**config.mk**
```make
export PLATFORM = sky130hd
export DESIGN_NAME = instr_fetch_unit
export DESIGN_NICKNAME = d
export VERILOG_FILES = /design/src/rtl/instr_fetch_unit.sv
export SDC_FILE = /design/constraint.sdc
export NUM_CORES = 1
export LEC_CHECK = 0
export ABC_AREA = 1
export CAP_MARGIN = 20
export CELL_PAD_IN_SITES_DETAIL_PLACEMENT = 1
export CELL_PAD_IN_SITES_GLOBAL_PLACEMENT = 1
export CORE_UTILIZATION = 47
export DETAILED_ROUTE_END_ITERATION = 8
export PLACE_DENSITY = 0.89
export SLEW_MARGIN = 20
export SYNTH_ARGS = -nofsm -noshare
export SYNTH_HDL_FRONTEND = slang
export SYNTH_SLANG_ARGS = --single-unit
export TNS_END_PERCENT = 30
```
**constraint.sdc**
```tcl
create_clock -name clk -period 10.28 [get_ports clk]
set_input_delay 1.028 -clock clk [delete_from_list [all_inputs] [get_ports clk]]
set_output_delay 1.028 -clock clk [all_outputs]
set_load 0.01 [all_outputs]
```
**src/rtl/instr_fetch_unit.sv**
```systemverilog
// Instruction fetch unit: issues sequential word fetches to an always-ready
// instruction memory, buffers the responses in a small FIFO and hands them to
// the decoder in order. A redirect flushes everything outstanding and restarts
// fetching at the new target.
module instr_fetch_unit #(
  parameter int              XLEN     = 32,
  parameter int              DEPTH    = 4,
  parameter logic [XLEN-1:0] RESET_PC = '0
) (
  input  logic            clk,
  input  logic            rst,
  output logic            imem_req,
  output logic [XLEN-1:0] imem_addr,
  input  logic [XLEN-1:0] imem_rdata,
  input  logic            redirect_valid,
  input  logic [XLEN-1:0] redirect_pc,
  output logic            instr_valid,
  input  logic            instr_ready,
  output logic [XLEN-1:0] instr,
  output logic [XLEN-1:0] instr_pc
);

  localparam int PTR_W = $clog2(DEPTH);
  localparam int CNT_W = PTR_W + 1;
  localparam logic [CNT_W-1:0] DEPTH_C = CNT_W'(DEPTH);

  // Fetch state
  logic [XLEN-1:0] r_fetch_pc;
  logic [XLEN-1:0] r_resp_pc;
  logic            r_inflight;

  // Prefetch buffer
  logic [CNT_W-1:0] r_count;
  logic [PTR_W-1:0] r_head;
  logic [PTR_W-1:0] r_tail;
  logic [XLEN-1:0]  r_buf_data [DEPTH];
  logic [XLEN-1:0]  r_buf_pc   [DEPTH];

  logic             w_push;
  logic             w_pop;
  logic [CNT_W-1:0] w_used;
  logic             w_unused_low_bits;

  // Entries already buffered plus the one response still on its way; a new
  // request is only issued when it is guaranteed a free slot on arrival.
  assign w_used = r_count + CNT_W'(r_inflight);

  assign imem_req  = !rst && !redirect_valid && (w_used < DEPTH_C);
  assign imem_addr = r_fetch_pc;

  // A response is killed by a redirect or reset in the cycle it arrives.
  assign w_push = r_inflight && !rst && !redirect_valid;

  // Redirect and reset suppress the handshake so nothing stale is consumed.
  assign instr_valid = !rst && !redirect_valid && (r_count != '0);
  assign w_pop       = instr_valid && instr_ready;

  assign instr    = r_buf_data[r_head];
  assign instr_pc = r_buf_pc[r_head];

  // Redirect target is forced to word alignment, so its low bits are dropped.
  assign w_unused_low_bits = ^redirect_pc[1:0];

  // Fetch PC, in-flight tracking, and FIFO pointers/occupancy
  always_ff @(posedge clk) begin
    if (rst) begin
      r_fetch_pc <= RESET_PC;
      r_resp_pc  <= RESET_PC;
      r_inflight <= 1'b0;
      r_count    <= '0;
      r_head     <= '0;
      r_tail     <= '0;
    end else if (redirect_valid) begin
      r_fetch_pc <= {redirect_pc[XLEN-1:2], 2'b00};
      r_inflight <= 1'b0;
      r_count    <= '0;
      r_head     <= '0;
      r_tail     <= '0;
    end else begin
      r_inflight <= imem_req;
      if (imem_req) begin
        r_resp_pc  <= r_fetch_pc;
        r_fetch_pc <= r_fetch_pc + XLEN'(4);
      end
      if (w_push) begin
        r_tail <= r_tail + PTR_W'(1);
      end
      if (w_pop) begin
        r_head <= r_head + PTR_W'(1);
      end
      case ({w_push, w_pop})
        2'b10:   r_count <= r_count + CNT_W'(1);
        2'b01:   r_count <= r_count - CNT_W'(1);
        default: r_count <= r_count;
      endcase
    end
  end

  // Buffer storage: capture the returning word and its address at the tail
  always_ff @(posedge clk) begin
    if (w_push) begin
      r_buf_data[r_tail] <= imem_rdata;
      r_buf_pc[r_tail]   <= r_resp_pc;
    end
  end

  // The credit check must make a push into a full buffer impossible
  a_no_overflow: assert property (@(posedge clk) disable iff (rst)
    !(w_push && (r_count == DEPTH_C)));

endmodule

```
# Word-level counts from Yosys, hierarchy flattened
# Memory sizes are Yosys's and may differ from the RTL's. A register that Yosys moved wholly into a read port is not among the register bits.
# Index checks and enable logic that the tools add are counted.
# op_classes
n_addsub,6
n_lt_le_gt_ge,1
n_eq_ne,2
muxes,9
n_bitwise,1
n_reduce_logical,13
# ops
operator,n
32-bit two-way mux,2
"32-bit by 3-bit adder with 32-bit output, second input constant",1
2-bit two-way mux,4
1-bit logical AND,6
3-bit case mux with 2 select lines,1
"2-bit by 1-bit adder with 2-bit output, second input constant",2
2-bit nonzero test,2
3-bit by 1-bit adder with 3-bit output,1
"3-bit by 1-bit adder with 3-bit output, second input constant",1
"3-bit less-than comparator, second input constant",1
3-bit nonzero test,1
"3-bit by 1-bit subtractor with 3-bit output, second input constant",1
"2-bit by 1-bit equality test with 1-bit output, second input constant",1
"2-bit equality test, second input constant",1
1-bit logical NOT,2
1-bit two-way mux,2
2-bit AND reduction,1
2-bit OR reduction,1
1-bit inverter,1
# totals
reg_bits,72
ram_bits,256
in_bits,68
out_inout_bits,98
word_cells,41
memories,2
# memory_table
memory,depth,width,read_ports,rd_clocked_by_memory_dff,write_ports,line,text
r_buf_data,4,32,1,1,1,36,logic [XLEN-1:0] r_buf_data [DEPTH];
r_buf_pc,4,32,1,1,1,37,logic [XLEN-1:0] r_buf_pc [DEPTH];

# Depth between registers and ports, before layout
# logic_depth
depth_word,6
depth_mapped,12
ltp_nobuf,12

# Worst setup path before layout
# Ideal clock, no wire load.
# synth_timing
path_kind,input-to-reg
from,in rst
to,mem r_buf_data[0][0] (enable)
setup_ns,0.482
arrival_ns,3.965
t_required_ns,9.798
setup_slack_ns,5.833
stages,5
n_path_buf,0
cell_sequence,inv_2 > nand2_2 > inv_2 > nand2_1 > nor2_1
# synth_via
elab_chain_cells,5
# synth_lines
item,line,text
from (decl),11,"input logic rst,"
1-bit logical NOT,52,assign w_push = r_inflight && !rst && !redirect_valid;
1-bit logical AND (2 in a row),52,
1-bit two-way mux,101,if (w_push) begin
1-bit two-way mux (not written as such),102,r_buf_data[r_tail] <= imem_rdata;
to (decl),36,
# No other way between the ends.

==> qor.csv <==
metric;value;unit
cts_inserted_buffers;31;
most_instantiated_cells_after_synthesis;248 x sky130_fd_sc_hd__edfxtp_1, 173 x sky130_fd_sc_hd__nor2_1, 171 x sky130_fd_sc_hd__nand2_1, 153 x sky130_fd_sc_hd__o21ai_0, 70 x sky130_fd_sc_hd__dfxtp_1;
power.static_leakage;0.00544;uW
finalSetupTns;0;ns
share_of_async_settable_or_async_resettable_flops_after_synthesis;0;%
finalCoreUtilization;58.4;%
critical_path.n_buffers_inverters;4;
port-buffer-count;159;
antenna_found_initial;0;
timing.critical_path.fanout_max;63;
maxSlewHeadroom;35.9;%
tritoncts;yes;
cp_required;9.25;ns
netlist_area;12800;um2
finalWorstSetupSlack;5.53;ns
worstPathArrival;3.73;ns
syn_avg_cell_area;11.0;um2
cts_root_buffer;sky130_fd_sc_hd__clkbuf_16;
grt-ovfl-total;0;
drt_first_pass_iters;5;
rows;60;
area_growth_syn_to_layout;22.4;%
yosysUniqueCellTypes;32;
synthTopCellsByArea;sky130_fd_sc_hd__edfxtp_1 58%, sky130_fd_sc_hd__dfxtp_1 11%, sky130_fd_sc_hd__o21ai_0 6.0%;
total_of_flip_flops_plus_latches_after_synthesis;318;
n_antenna_cell;0;
synth_sequential_area_ratio;69.0;%
remaining_drc_errors;0;
design.final.nets;1384;
resized_gates_after_cts;0;
max_cap_viol_count;0;
synth_most_common_cell;sky130_fd_sc_hd__edfxtp_1;
synth-warning-count;0;
vdd.ir_drop.worst;0.129;mV
global_route.usage.total;23.2;%
fmaxAchievable;210;MHz
die-width;167;um
skew;0.00716;ns
die-height;167;um
setup_repair_after_global_routing_missed_its_margin;false;
cp_top_family;buffers and inverters;
period_needed;4.75;ns
final-max-slew-violation-count;0;
detail-route-antenna-nets;0;
place_congestion;0.816;
cts_hold_bufs;0;
tritoncts_num_sinks;318;
final_period_utilization;46.2;%
drt_iter0_drc;646;
core_area;26900;um2
timing.critical_path.slowest_cell_delay;0.92;ns
die_area;27900;um2
worst_skew_pair.late_latency;0.55;ns
place.detailed.hpwl;19900;um
final_layout_size_suffix_gt1_share;6.53;%
run_status;completed;
initial_core_util;47.7;%
yosysTopAreaCellShare;58.1;%
leading_register_cell_type_out_of_synthesis;sky130_fd_sc_hd__edfxtp_1;
power_per_cell_area;171;nW/um2
floorplan.io_pins;166;
slowest_stage;sky130_fd_sc_hd__clkinv_1;
crit_chain;buf_4, clkinv_1, buf_4, o21ai_0, o22ai_1, clkdlybuf4s50_1;
worst_slew_pin_slew;0.962;ns
post_drt_wl_per_cell;19.6;um
clk_pin_slew;0.06;ns
final_hold_fails;0;
timing.critical_path.to_type;output pin;
post-place-ws;5.66;ns
finalSetupViolCount;0;
critical_path_class;flop to output pin;
routed_wl;32800;um
max-clock-path-buffers;3;
viasPerCell;5.51;
post_cts.repair.setup_buffers;0;
global_route_wire_length_before_repair;51100;um
synth_top_area_cell;sky130_fd_sc_hd__edfxtp_1;
post_synth_inst_count;1168;
worst_hold_path_type;flop to flop;
via_count;9227;
critPathLaunchType;flop;
most_frequent_cell_on_the_critical_path;sky130_fd_sc_hd__buf_4;
grt_pass1_vias;9710;
grt_start_max_net_pins;83;
synth-edff-count;248;
cts_max_level;1;
## placed cells by master (no fill, tap or decap), drive strengths merged
master and count:
nor2 183, edfxtp 248, clkbuf 46, bufinv 2
o21ai 154, nand2 175, conb 4, clkdlybuf4s50 159
a31oi 2, o22ai 62, dfxtp 70, xor2 3
inv 65, nand3b 1, buf 12, a22oi 2
o21bai 5, nand4 1, ha 6, and2 2
a21oi 60, xnor2 5, nand3 53, clkinv 11
fa 1, a211oi 1
## worst reg2reg max path, delay by kind of cell (launching register included)
kind	cells	cell delay [ns]
DFF	1	0.36
AOI/OAI and AO/OA	5	0.82
adders and majority gates	2	0.54
and+or+nand+nor	1	0.08
buffers and inverters	3	0.29
## sequential cells by signal, indices dropped and copies added (netlist names), named ones only
| name | cells |
|---|---|
| r_count | 3 |
| imem_addr | 30 |
| r_inflight | 1 |
| r_head | 2 |
| r_tail | 2 |
| r_buf_data | 128 |
| r_resp_pc | 30 |
| r_buf_pc | 120 |
## cells by family (layout without fill, tap and decap cells)
| logic type | Yosys count | in the layout | share of synthesized area (%) |
|---|---|---|---|
| simple gates | 415 | 415 | 13.3 |
| flops | 318 | 318 | 69.0 |
| xor+xnor | 8 | 8 | 0.547 |
| buf+inv | 133 | 295 | 4.36 |
| compound gates | 286 | 286 | 12.0 |
| fa+ha+maj | 7 | 7 | 0.742 |
| other cells | 1 | 4 | 0.0293 |
## routing by layer
layer | wire length [um] | global-route usage, % | part of all wire (%) | up-vias
met2 | 16300 | 41.8 | 50 | 263
met1 | 13900 | 29.3 | 43 | 4538
met4 | 781 | 6.98 | 2.4 | 0
li1 | - | - | - | 4365
met5 | 0 | 0 | 0 | -
met3 | 1710 | 2.88 | 5.2 | 61
## worst paths after layout
kind	startpoint	endpoint	slack, ns	cells after the start
setup reg to reg	r_count[0]$_SDFFE_PP0P_	r_count[2]$_SDFFE_PP0P_	8.07	11
hold reg to reg	r_head[1]$_SDFFE_PP0P_	flop	0.47	2
hold / removal	r_head[1]$_SDFFE_PP0P_	flop	0.47	2
setup / recovery	flop	instr_pc[11]	5.53	6
## area by class of cell
class / instances / area [um2]
Timing Repair Buffer: 171 / 1680
Fill cell: 2814 / 11200
Multi-Input combinational cell: 720 / 3450
Clock inverter: 11 / 106
Tap cell: 341 / 427
Sequential cell: 318 / 8850
Clock buffer: 46 / 913
Inverter: 67 / 253
## where the power goes
group | leakage [uW] | internal (uW) | switching, uW
Clock | 0.000506 | 661 | 468
Combinational | 0.00205 | 59.5 | 64.8
Sequential | 0.00287 | 1400 | 23.8
Total | 0.00544 | 2120 | 557
## per-stage QoR
stage / hold WS [ns] / area, um2 / std cells / power (uW)
floorplan: 0.436 / 12800 / 1171 / 1500
global placement: 0.447 / 14700 / 1617 / 1570
detailed placement: 0.465 / 14700 / 1617 / 1580
CTS: 0.475 / 15700 / 1674 / 2700
global route: 0.504 / 15700 / 1674 / 2750
finish: 0.472 / 15700 / 1674 / 2680
Note: power is estimated with default switching activity, not from simulation.
